`src/rtl/tcm_arb_pkg.sv`:
```
// Shared widths and helpers for the TCM data-port arbiter.
package tcm_arb_pkg;

    localparam int unsigned TAG_W  = 11;
    localparam int unsigned ADDR_W = 32;
    localparam int unsigned DATA_W = 32;
    localparam int unsigned STRB_W = 4;

    // Ceiling log2; clog2(1) = 0.
    function automatic int unsigned clog2(input int unsigned value);
        int unsigned res;
        res = 0;
        for (int i = 0; i < 32; i++) begin
            if ((64'd1 << i) < 64'(value)) res = i + 1;
        end
        return res;
    endfunction

endpackage

```
`src/rtl/tcm_dport_arb_if.sv`:
```
// Requester-side and memory-side signals of the TCM data-port arbiter.
interface tcm_dport_arb_if #(
    parameter int unsigned NREQ = 2
);
    import tcm_arb_pkg::*;

    logic [NREQ*ADDR_W-1:0] req_addr_i;
    logic [NREQ*DATA_W-1:0] req_data_wr_i;
    logic [NREQ-1:0]        req_rd_i;
    logic [NREQ*STRB_W-1:0] req_wr_i;
    logic [NREQ*TAG_W-1:0]  req_tag_i;
    logic [NREQ-1:0]        req_accept_o;
    logic [NREQ-1:0]        rsp_ack_o;
    logic [DATA_W-1:0]      rsp_data_o;
    logic                   rsp_error_o;
    logic [TAG_W-1:0]       rsp_tag_o;

    logic [ADDR_W-1:0]      m_addr_o;
    logic [DATA_W-1:0]      m_data_wr_o;
    logic                   m_rd_o;
    logic [STRB_W-1:0]      m_wr_o;
    logic [TAG_W-1:0]       m_tag_o;
    logic                   m_accept_i;
    logic                   m_ack_i;
    logic [DATA_W-1:0]      m_data_rd_i;
    logic                   m_error_i;
    logic [TAG_W-1:0]       m_resp_tag_i;

    logic                   proto_err_o;

    modport slave (
        input  req_addr_i, req_data_wr_i, req_rd_i, req_wr_i, req_tag_i,
        output req_accept_o, rsp_ack_o, rsp_data_o, rsp_error_o, rsp_tag_o,
        output m_addr_o, m_data_wr_o, m_rd_o, m_wr_o, m_tag_o,
        input  m_accept_i, m_ack_i, m_data_rd_i, m_error_i, m_resp_tag_i,
        output proto_err_o
    );

    modport master (
        output req_addr_i, req_data_wr_i, req_rd_i, req_wr_i, req_tag_i,
        input  req_accept_o, rsp_ack_o, rsp_data_o, rsp_error_o, rsp_tag_o,
        input  m_addr_o, m_data_wr_o, m_rd_o, m_wr_o, m_tag_o,
        output m_accept_i, m_ack_i, m_data_rd_i, m_error_i, m_resp_tag_i,
        input  proto_err_o
    );

endinterface

```
`src/rtl/tcm_arb_owner_fifo.sv`:
```
// In-order record of which requester owns each outstanding TCM transaction.
module tcm_arb_owner_fifo
    import tcm_arb_pkg::*;
#(
    parameter int unsigned WIDTH = 1,
    parameter int unsigned DEPTH = 4,
    localparam int unsigned CntW = clog2(DEPTH) + 1
) (
    input  logic             clk,
    input  logic             rst,
    input  logic             push_i,
    input  logic [WIDTH-1:0] data_i,
    input  logic             pop_i,
    output logic [WIDTH-1:0] head_o,
    output logic             full_o,
    output logic             empty_o,
    output logic [CntW-1:0]  count_o
);
    localparam int unsigned PtrW = (DEPTH > 1) ? clog2(DEPTH) : 1;

    logic [WIDTH-1:0] mem_q [DEPTH];
    logic [PtrW-1:0]  wr_ptr_q, wr_ptr_d;
    logic [PtrW-1:0]  rd_ptr_q, rd_ptr_d;
    logic [CntW-1:0]  count_q, count_d;
    logic             push_ok, pop_ok;

    always_comb begin
        full_o   = (count_q == CntW'(DEPTH));
        empty_o  = (count_q == '0);
        count_o  = count_q;
        head_o   = mem_q[rd_ptr_q];
        push_ok  = push_i & ~full_o;
        pop_ok   = pop_i & ~empty_o;
        // Depth is a power of two, so pointers wrap by natural overflow.
        wr_ptr_d = push_ok ? wr_ptr_q + PtrW'(1) : wr_ptr_q;
        rd_ptr_d = pop_ok ? rd_ptr_q + PtrW'(1) : rd_ptr_q;
        count_d  = count_q + CntW'(push_ok) - CntW'(pop_ok);
    end

    always_ff @(posedge clk) begin
        if (!rst) begin
            wr_ptr_q <= '0;
            rd_ptr_q <= '0;
            count_q  <= '0;
        end else begin
            wr_ptr_q <= wr_ptr_d;
            rd_ptr_q <= rd_ptr_d;
            count_q  <= count_d;
        end
    end

    always_ff @(posedge clk) begin
        if (push_ok) mem_q[wr_ptr_q] <= data_i;
    end

endmodule

```
`src/rtl/tcm_dport_arb.sv`:
```
// Round-robin arbiter sharing the tcm_mem data port; routes in-order responses to their owners.
module tcm_dport_arb
    import tcm_arb_pkg::*;
#(
    parameter int unsigned NREQ        = 2,
    parameter int unsigned OUTSTANDING = 4
) (
    input  logic           clk,
    input  logic           rst,
    tcm_dport_arb_if.slave bus
);
    localparam int unsigned OwnW = (NREQ > 1) ? clog2(NREQ) : 1;
    localparam int unsigned CntW = clog2(OUTSTANDING) + 1;

    logic [OwnW-1:0] rr_ptr_q, rr_ptr_d;
    logic            proto_err_q, proto_err_d;
    logic [NREQ-1:0] pending;
    logic [OwnW-1:0] win, sel, head;
    logic            found, grant_valid, issue, pop;
    logic            fifo_full, fifo_empty;
    logic [CntW-1:0] fifo_count;

    // Round-robin search starting at rr_ptr.
    always_comb begin
        pending = '0;
        found   = 1'b0;
        win     = '0;
        for (int r = 0; r < NREQ; r++) begin
            pending[r] = bus.req_rd_i[r] | (|bus.req_wr_i[r*STRB_W +: STRB_W]);
        end
        for (int k = 0; k < NREQ; k++) begin
            if (!found && pending[(int'(rr_ptr_q) + k) % NREQ]) begin
                found = 1'b1;
                win   = OwnW'((int'(rr_ptr_q) + k) % NREQ);
            end
        end
    end

    // Full is the pre-pop value, keeping the issue path free of the ack.
    always_comb begin
        sel         = rst ? win : '0;
        grant_valid = rst & found & ~fifo_full;
        issue       = grant_valid & bus.m_accept_i;
        pop         = rst & bus.m_ack_i & ~fifo_empty;
        rr_ptr_d    = rr_ptr_q;
        if (issue) rr_ptr_d = OwnW'((int'(win) + 1) % NREQ);
        proto_err_d = proto_err_q | (bus.m_ack_i & fifo_empty);
    end

    always_comb begin
        bus.m_addr_o     = bus.req_addr_i[int'(sel)*ADDR_W +: ADDR_W];
        bus.m_data_wr_o  = bus.req_data_wr_i[int'(sel)*DATA_W +: DATA_W];
        bus.m_tag_o      = bus.req_tag_i[int'(sel)*TAG_W +: TAG_W];
        bus.m_rd_o       = grant_valid & bus.req_rd_i[sel];
        bus.m_wr_o       = grant_valid ? bus.req_wr_i[int'(sel)*STRB_W +: STRB_W] : '0;
        bus.req_accept_o = issue ? (NREQ'(1) << sel) : '0;
        bus.rsp_ack_o    = pop ? (NREQ'(1) << head) : '0;
        bus.rsp_data_o   = bus.m_data_rd_i;
        bus.rsp_error_o  = bus.m_error_i;
        bus.rsp_tag_o    = bus.m_resp_tag_i;
        bus.proto_err_o  = proto_err_q;
    end

    always_ff @(posedge clk) begin
        if (!rst) begin
            rr_ptr_q    <= '0;
            proto_err_q <= 1'b0;
        end else begin
            rr_ptr_q    <= rr_ptr_d;
            proto_err_q <= proto_err_d;
        end
    end

    tcm_arb_owner_fifo #(
        .WIDTH (OwnW),
        .DEPTH (OUTSTANDING)
    ) u_owner_fifo (
        .clk     (clk),
        .rst     (rst),
        .push_i  (issue),
        .data_i  (win),
        .pop_i   (pop),
        .head_o  (head),
        .full_o  (fifo_full),
        .empty_o (fifo_empty),
        .count_o (fifo_count)
    );

    a_count_bound: assert property (@(posedge clk) disable iff (!rst)
        fifo_count <= CntW'(OUTSTANDING));

endmodule

```
`src/flat_wrapper.sv`:
```
// flat-port wrapper written by rule: the top's interface ports become plain ports
module tcm_dport_arb_flat import tcm_arb_pkg::*;
#(
    parameter int unsigned NREQ        = 2,
    parameter int unsigned OUTSTANDING = 4
)
  (clk, rst, bus_req_addr_i, bus_req_data_wr_i, bus_req_rd_i, bus_req_wr_i, bus_req_tag_i, bus_req_accept_o, bus_rsp_ack_o, bus_rsp_data_o, bus_rsp_error_o, bus_rsp_tag_o, bus_m_addr_o, bus_m_data_wr_o, bus_m_rd_o, bus_m_wr_o, bus_m_tag_o, bus_m_accept_i, bus_m_ack_i, bus_m_data_rd_i, bus_m_error_i, bus_m_resp_tag_i, bus_proto_err_o);
  tcm_dport_arb_if #(.NREQ(NREQ)) bus_i ();
  input  logic clk;
  input  logic rst;
  input wire logic [$bits(bus_i.req_addr_i)-1:0] bus_req_addr_i;
  input wire logic [$bits(bus_i.req_data_wr_i)-1:0] bus_req_data_wr_i;
  input wire logic [$bits(bus_i.req_rd_i)-1:0] bus_req_rd_i;
  input wire logic [$bits(bus_i.req_wr_i)-1:0] bus_req_wr_i;
  input wire logic [$bits(bus_i.req_tag_i)-1:0] bus_req_tag_i;
  output wire logic [$bits(bus_i.req_accept_o)-1:0] bus_req_accept_o;
  output wire logic [$bits(bus_i.rsp_ack_o)-1:0] bus_rsp_ack_o;
  output wire logic [$bits(bus_i.rsp_data_o)-1:0] bus_rsp_data_o;
  output wire logic [$bits(bus_i.rsp_error_o)-1:0] bus_rsp_error_o;
  output wire logic [$bits(bus_i.rsp_tag_o)-1:0] bus_rsp_tag_o;
  output wire logic [$bits(bus_i.m_addr_o)-1:0] bus_m_addr_o;
  output wire logic [$bits(bus_i.m_data_wr_o)-1:0] bus_m_data_wr_o;
  output wire logic [$bits(bus_i.m_rd_o)-1:0] bus_m_rd_o;
  output wire logic [$bits(bus_i.m_wr_o)-1:0] bus_m_wr_o;
  output wire logic [$bits(bus_i.m_tag_o)-1:0] bus_m_tag_o;
  input wire logic [$bits(bus_i.m_accept_i)-1:0] bus_m_accept_i;
  input wire logic [$bits(bus_i.m_ack_i)-1:0] bus_m_ack_i;
  input wire logic [$bits(bus_i.m_data_rd_i)-1:0] bus_m_data_rd_i;
  input wire logic [$bits(bus_i.m_error_i)-1:0] bus_m_error_i;
  input wire logic [$bits(bus_i.m_resp_tag_i)-1:0] bus_m_resp_tag_i;
  output wire logic [$bits(bus_i.proto_err_o)-1:0] bus_proto_err_o;
  assign bus_i.req_addr_i = bus_req_addr_i;
  assign bus_i.req_data_wr_i = bus_req_data_wr_i;
  assign bus_i.req_rd_i = bus_req_rd_i;
  assign bus_i.req_wr_i = bus_req_wr_i;
  assign bus_i.req_tag_i = bus_req_tag_i;
  assign bus_req_accept_o = bus_i.req_accept_o;
  assign bus_rsp_ack_o = bus_i.rsp_ack_o;
  assign bus_rsp_data_o = bus_i.rsp_data_o;
  assign bus_rsp_error_o = bus_i.rsp_error_o;
  assign bus_rsp_tag_o = bus_i.rsp_tag_o;
  assign bus_m_addr_o = bus_i.m_addr_o;
  assign bus_m_data_wr_o = bus_i.m_data_wr_o;
  assign bus_m_rd_o = bus_i.m_rd_o;
  assign bus_m_wr_o = bus_i.m_wr_o;
  assign bus_m_tag_o = bus_i.m_tag_o;
  assign bus_i.m_accept_i = bus_m_accept_i;
  assign bus_i.m_ack_i = bus_m_ack_i;
  assign bus_i.m_data_rd_i = bus_m_data_rd_i;
  assign bus_i.m_error_i = bus_m_error_i;
  assign bus_i.m_resp_tag_i = bus_m_resp_tag_i;
  assign bus_proto_err_o = bus_i.proto_err_o;
  tcm_dport_arb #(.NREQ(NREQ), .OUTSTANDING(OUTSTANDING)) u_core (.clk(clk), .rst(rst), .bus(bus_i));
endmodule
```
`config.mk`:
```
export PLATFORM = sky130hd
export DESIGN_NAME = tcm_dport_arb_flat
export DESIGN_NICKNAME = d
export VERILOG_FILES = /design/src/rtl/tcm_arb_pkg.sv /design/src/rtl/tcm_dport_arb_if.sv /design/src/rtl/tcm_arb_owner_fifo.sv /design/src/rtl/tcm_dport_arb.sv /design/src/flat_wrapper.sv
export SDC_FILE = /design/constraint.sdc
export NUM_CORES = 1
export LEC_CHECK = 0
export ABC_CLOCK_PERIOD_IN_PS = 2800
export BUFFER_PORTS_ARGS = -buffer_cell sky130_fd_sc_hd__buf_2
export CORE_AREA = 4 4 129 131
export DETAILED_ROUTE_END_ITERATION = 12
export DIE_AREA = 0 0 133 135
export PLACE_DENSITY = 0.45
export SLEW_MARGIN = 30
export SYNTH_ARGS = -nofsm -noshare
export SYNTH_HDL_FRONTEND = slang
export SYNTH_SLANG_ARGS = --single-unit
```
`constraint.sdc`:
```
create_clock -name clk -period 2.8 [get_ports clk]
set_clock_uncertainty 0.1 [all_clocks]
set_input_delay 0.28 -clock clk [delete_from_list [all_inputs] [get_ports clk]]
set_output_delay 0.28 -clock clk [all_outputs]
set_load 0.05 [all_outputs]
```
==> results by stage <==
Status:
- The run finished with clean final reports.

Power:
- The internal power is 863.2 uW.
- In this run switching power makes up a little under half of total power.
- Registers are responsible for 18.1% of the overall power.
- For this design the ratio of total power to cell area is between 400 and 500 mW/mm^2.
- The maximum resistive drop on vdd is ~0.26 mV.
- Summed over all cells, the static leakage comes to between 0.0015 and 0.002 uW.
- The power spent charging and discharging nets is between 700 and 800 uW.
- The share of total power dissipated in combinational logic is approximately two thirds.
- The clock network accounts for about 17% of the total power.

Worst setup path:
- At the worst endpoint, the required time is approximately 2.4 ns.
- The worst setup path is of the primary input to output port kind.
- The endpoint class of the critical path is an output port.
- The worst setup path is launched from a primary input.
- The arrival time at the worst endpoint is between 2 and 2.5 ns.
- The maximum net fanout on the critical path is 22.

Clock network:
- For the worst-skew pair, the clock arrives at the later sink with an insertion delay of ~0.24 ns.
- In this run the number of H-tree levels came out at 1.
- The maximum count of clock buffers along a single path is 2.
- After clock tree synthesis, the setup repair step added 0 buffers.
- The clock sink total is 15.
- The number of instances resized during post-cts repair is 0.
- The TritonCTS clock tree is yes.
- The clock transition at the register clock pins on the worst setup and hold paths after CTS is around 0.050 ns.
- In this run, CTS created clock tree buffers numbering 3.
- The number of buffers inserted by hold repair at cts is 0.
- The clock root buffer is sky130_fd_sc_hd__clkbuf_16.

Cells and area:
- The share of layout cells above drive strength 1 is 80.00%.
- Cells fill 23.86% of the core in the end.
- The repair_antennas step left the layout with diodes totalling 0.
- The most common library cell in the layout ignoring fill and taps is sky130_fd_sc_hd__buf_2.
- The library cells used most frequently in the layout, excluding fill and tap cells, are sky130_fd_sc_hd__buf_2 (248), sky130_fd_sc_hd__mux2_4 (75), sky130_fd_sc_hd__dfxtp_1 (11), sky130_fd_sc_hd__nand2_1 (10), sky130_fd_sc_hd__inv_1 (8).
- At the end of the flow, the number of nets in the layout was between 600 and 700.
- The layout overhead on the synthesized area is 46.29%.

STA:
- The tightest hold path in the finished design has a slack of about 0.2 ns.
- The count of pins over their slew limit was 0.
- Based on the critical path, the design can be clocked at up to between 300 and 400 MHz.
- Setup repair after global routing left no endpoint under its margin.
- The ratio of final minimum period to clock period is approximately 92%.
- The clock period minus final worst setup slack is between 2 and 3 ns.
- The aggregate negative setup slack is 0 ns.
- The setup slack of the critical path after layout is about 0.21 ns.
- The transition time at the pin with the least slew margin is between 0.3 and 0.4 ns.
- The worst slew slack as a fraction of its limit is about 77%.
- The setup violation total in the final timing report is 0.
- The final hold violation count came to 0.

Synthesis:
- The post-synthesis async set-or-reset flop share is 0%.
- In this run, synthesis produced a sequential element count of 15.
- The mean cell area of the mapped netlist is approximately 11 um^2.
- In the synthesized netlist the dominant register cell turns out to be sky130_fd_sc_hd__dfxtp_1.
- The number of different library cells used by synthesis comes to 32.
- The cell area that synthesis handed to floorplanning was about 0.0025 mm^2.
- The synthesized net count is 440.
- The warning count from the yosys run is 0.
- For this run, the register share of the synthesized area comes to ~13%.
- Yosys mapped a number of flops with a built-in enable equal to 4.
- In the synthesized netlist, the number of instances is 225.

Placement:
- At the end of routability-driven placement, the weighted congestion stood at 0.7435.
- Before CTS, the worst setup slack after placement is ~0.04 ns.
- Buffers placed on the I/O ports in this run total between 200 and 250.
- The HPWL after detailed placement is 7.437 mm.

Hold path:
- The class of the tightest hold or removal check is primary input to flip-flop.

GRT:
- The pin count of the biggest net entering global routing is 23.
- The first global-routing pass estimated between 10 and 15 mm of wire.
- The global route total overflow is 0.
- The initial antenna violation count is 0.
- The all-layer global routing usage is under 10%.
- The number of global-route vias before repair is roughly 2.5k.

Detailed routing:
- The routed length per placed instance is around 13 um.
- The post-detailed-route via-to-cell ratio is 3.656.
- The first detailed-routing pass took 4 iterations.
- For this run, design rule violations remaining after detail routing come to 0.
- The starting DRC count in detailed routing is 52.
- The total vias in the final route is between 2k and 2.5k.
- The final layout contains routed wiring with a total length of around 8.3 mm.
- In this run the remaining antenna-violating nets after routing total 0.

Floorplan:
- The core region is 0.01560 mm^2.
- The die is 135 um tall.
- The area of the die is approximately 0.018 mm^2.
- Once the floorplan was initialized, standard cells occupied around 16% of the core.
- The die is around 130 um wide.
- For this design the top-level I/O count stands at approximately 340.
- The initialized floorplan defines 46 standard-cell rows.

Run:
- Max-cap violations in this run came to 0.
critical path, cell delays in order:
cell and delay, ns:
sky130_fd_sc_hd__buf_2 0.10, sky130_fd_sc_hd__buf_4 0.13, sky130_fd_sc_hd__nor4_4 0.32, sky130_fd_sc_hd__a21oi_2 0.13, sky130_fd_sc_hd__nor3b_4 0.25, sky130_fd_sc_hd__buf_12 0.21
sky130_fd_sc_hd__buf_12 0.21, sky130_fd_sc_hd__mux2_4 0.32, sky130_fd_sc_hd__buf_2 0.21
cell usage after synthesis, types with 4 or more instances:
cell / n / area (um^2)
sky130_fd_sc_hd__dfxtp_1: 11 / 220.2
sky130_fd_sc_hd__edfxtp_1: 4 / 120.1
sky130_fd_sc_hd__mux2_4: 75 / 1126
sky130_fd_sc_hd__and3_1: 5 / 31.28
sky130_fd_sc_hd__buf_4: 44 / 330.3
sky130_fd_sc_hd__buf_12: 8 / 160.2
sky130_fd_sc_hd__ha_1: 6 / 75.07
sky130_fd_sc_hd__nand4_1: 4 / 25.02
sky130_fd_sc_hd__nand2_1: 10 / 37.54
sky130_fd_sc_hd__and2_1: 7 / 43.79
sky130_fd_sc_hd__o21ai_0: 7 / 35.03
sky130_fd_sc_hd__inv_1: 8 / 30.03
logic make-up (layout without fill, tap and decap cells):
kind of cell / Yosys count / in the layout / share of synthesized area [%]
xor gates and xnor gates: 4 / 4 / 1.378
DFF: 15 / 15 / 13.38
buffers and inverters: 64 / 269 / 21.35
AOI/OAI and AO/OA: 13 / 13 / 3.099
adders and majority gates: 7 / 7 / 3.738
and+or+nand+nor: 44 / 44 / 11.12
muxes: 78 / 78 / 45.94
per-stage QoR:
stage | std cells | instance area (um^2) | total power [uW]
floorplan | 225 | 2544 | 1298
global placement | 642 | 3641 | 1376
finish | 646 | 3721 | 1647
global route | 646 | 3721 | 1741
CTS | 646 | 3721 | 1667
detailed placement | 642 | 3641 | 1386
area by class of cell:
| cell class | count | area [um^2] |
|---|---|---|
| clock inverters | 1 | 5.005 |
| clock buffers | 3 | 75.07 |
| well taps | 216 | 270.3 |
| fillers | 1706 | 11880 |
| inverters | 8 | 30.03 |
| multi-input cells | 146 | 1667 |
| flip-flops and latches | 15 | 340.3 |
| repair buffers | 257 | 1334 |
power by group through the flow:
stage / registers (uW) / logic, uW / clock network, uW
4_1_cts: 298 / 1090 / 282
2_1_floorplan: 308 / 990 / 0
5_1_grt: 303 / 1150 / 291
3_3_place_gp: 299 / 1080 / 0
6_report: 298 / 1070 / 275
3_5_place_dp: 302 / 1080 / 0
layer usage:
| layer | track usage [%] | wire [um] |
|---|---|---|
| met1 | 9.611 | 3318 |
| met2 | 13.06 | 3745 |
| met3 | 3.800 | 1203 |
| met4 | 0.8661 | 19 |
| met5 | 0 | 0 |
worst paths after layout:
check | endpoint | cells past startpoint | from | slack, ns
worst max-delay path | bus_m_addr_o[18] | 9 | bus_req_wr_i[2] | 0.21
worst min-delay path | u_core.bus.proto_err_o | 3 | bus_m_ack_i | 0.20
worst max register to register | u_core.u_owner_fifo.count_o[2] | 11 | u_core.u_owner_fifo.count_o[1] | 0.28
worst min register to register | u_core.bus.proto_err_o | 2 | u_core.bus.proto_err_o | 0.39
No activity file was read; power rests on OpenSTA's default activity.
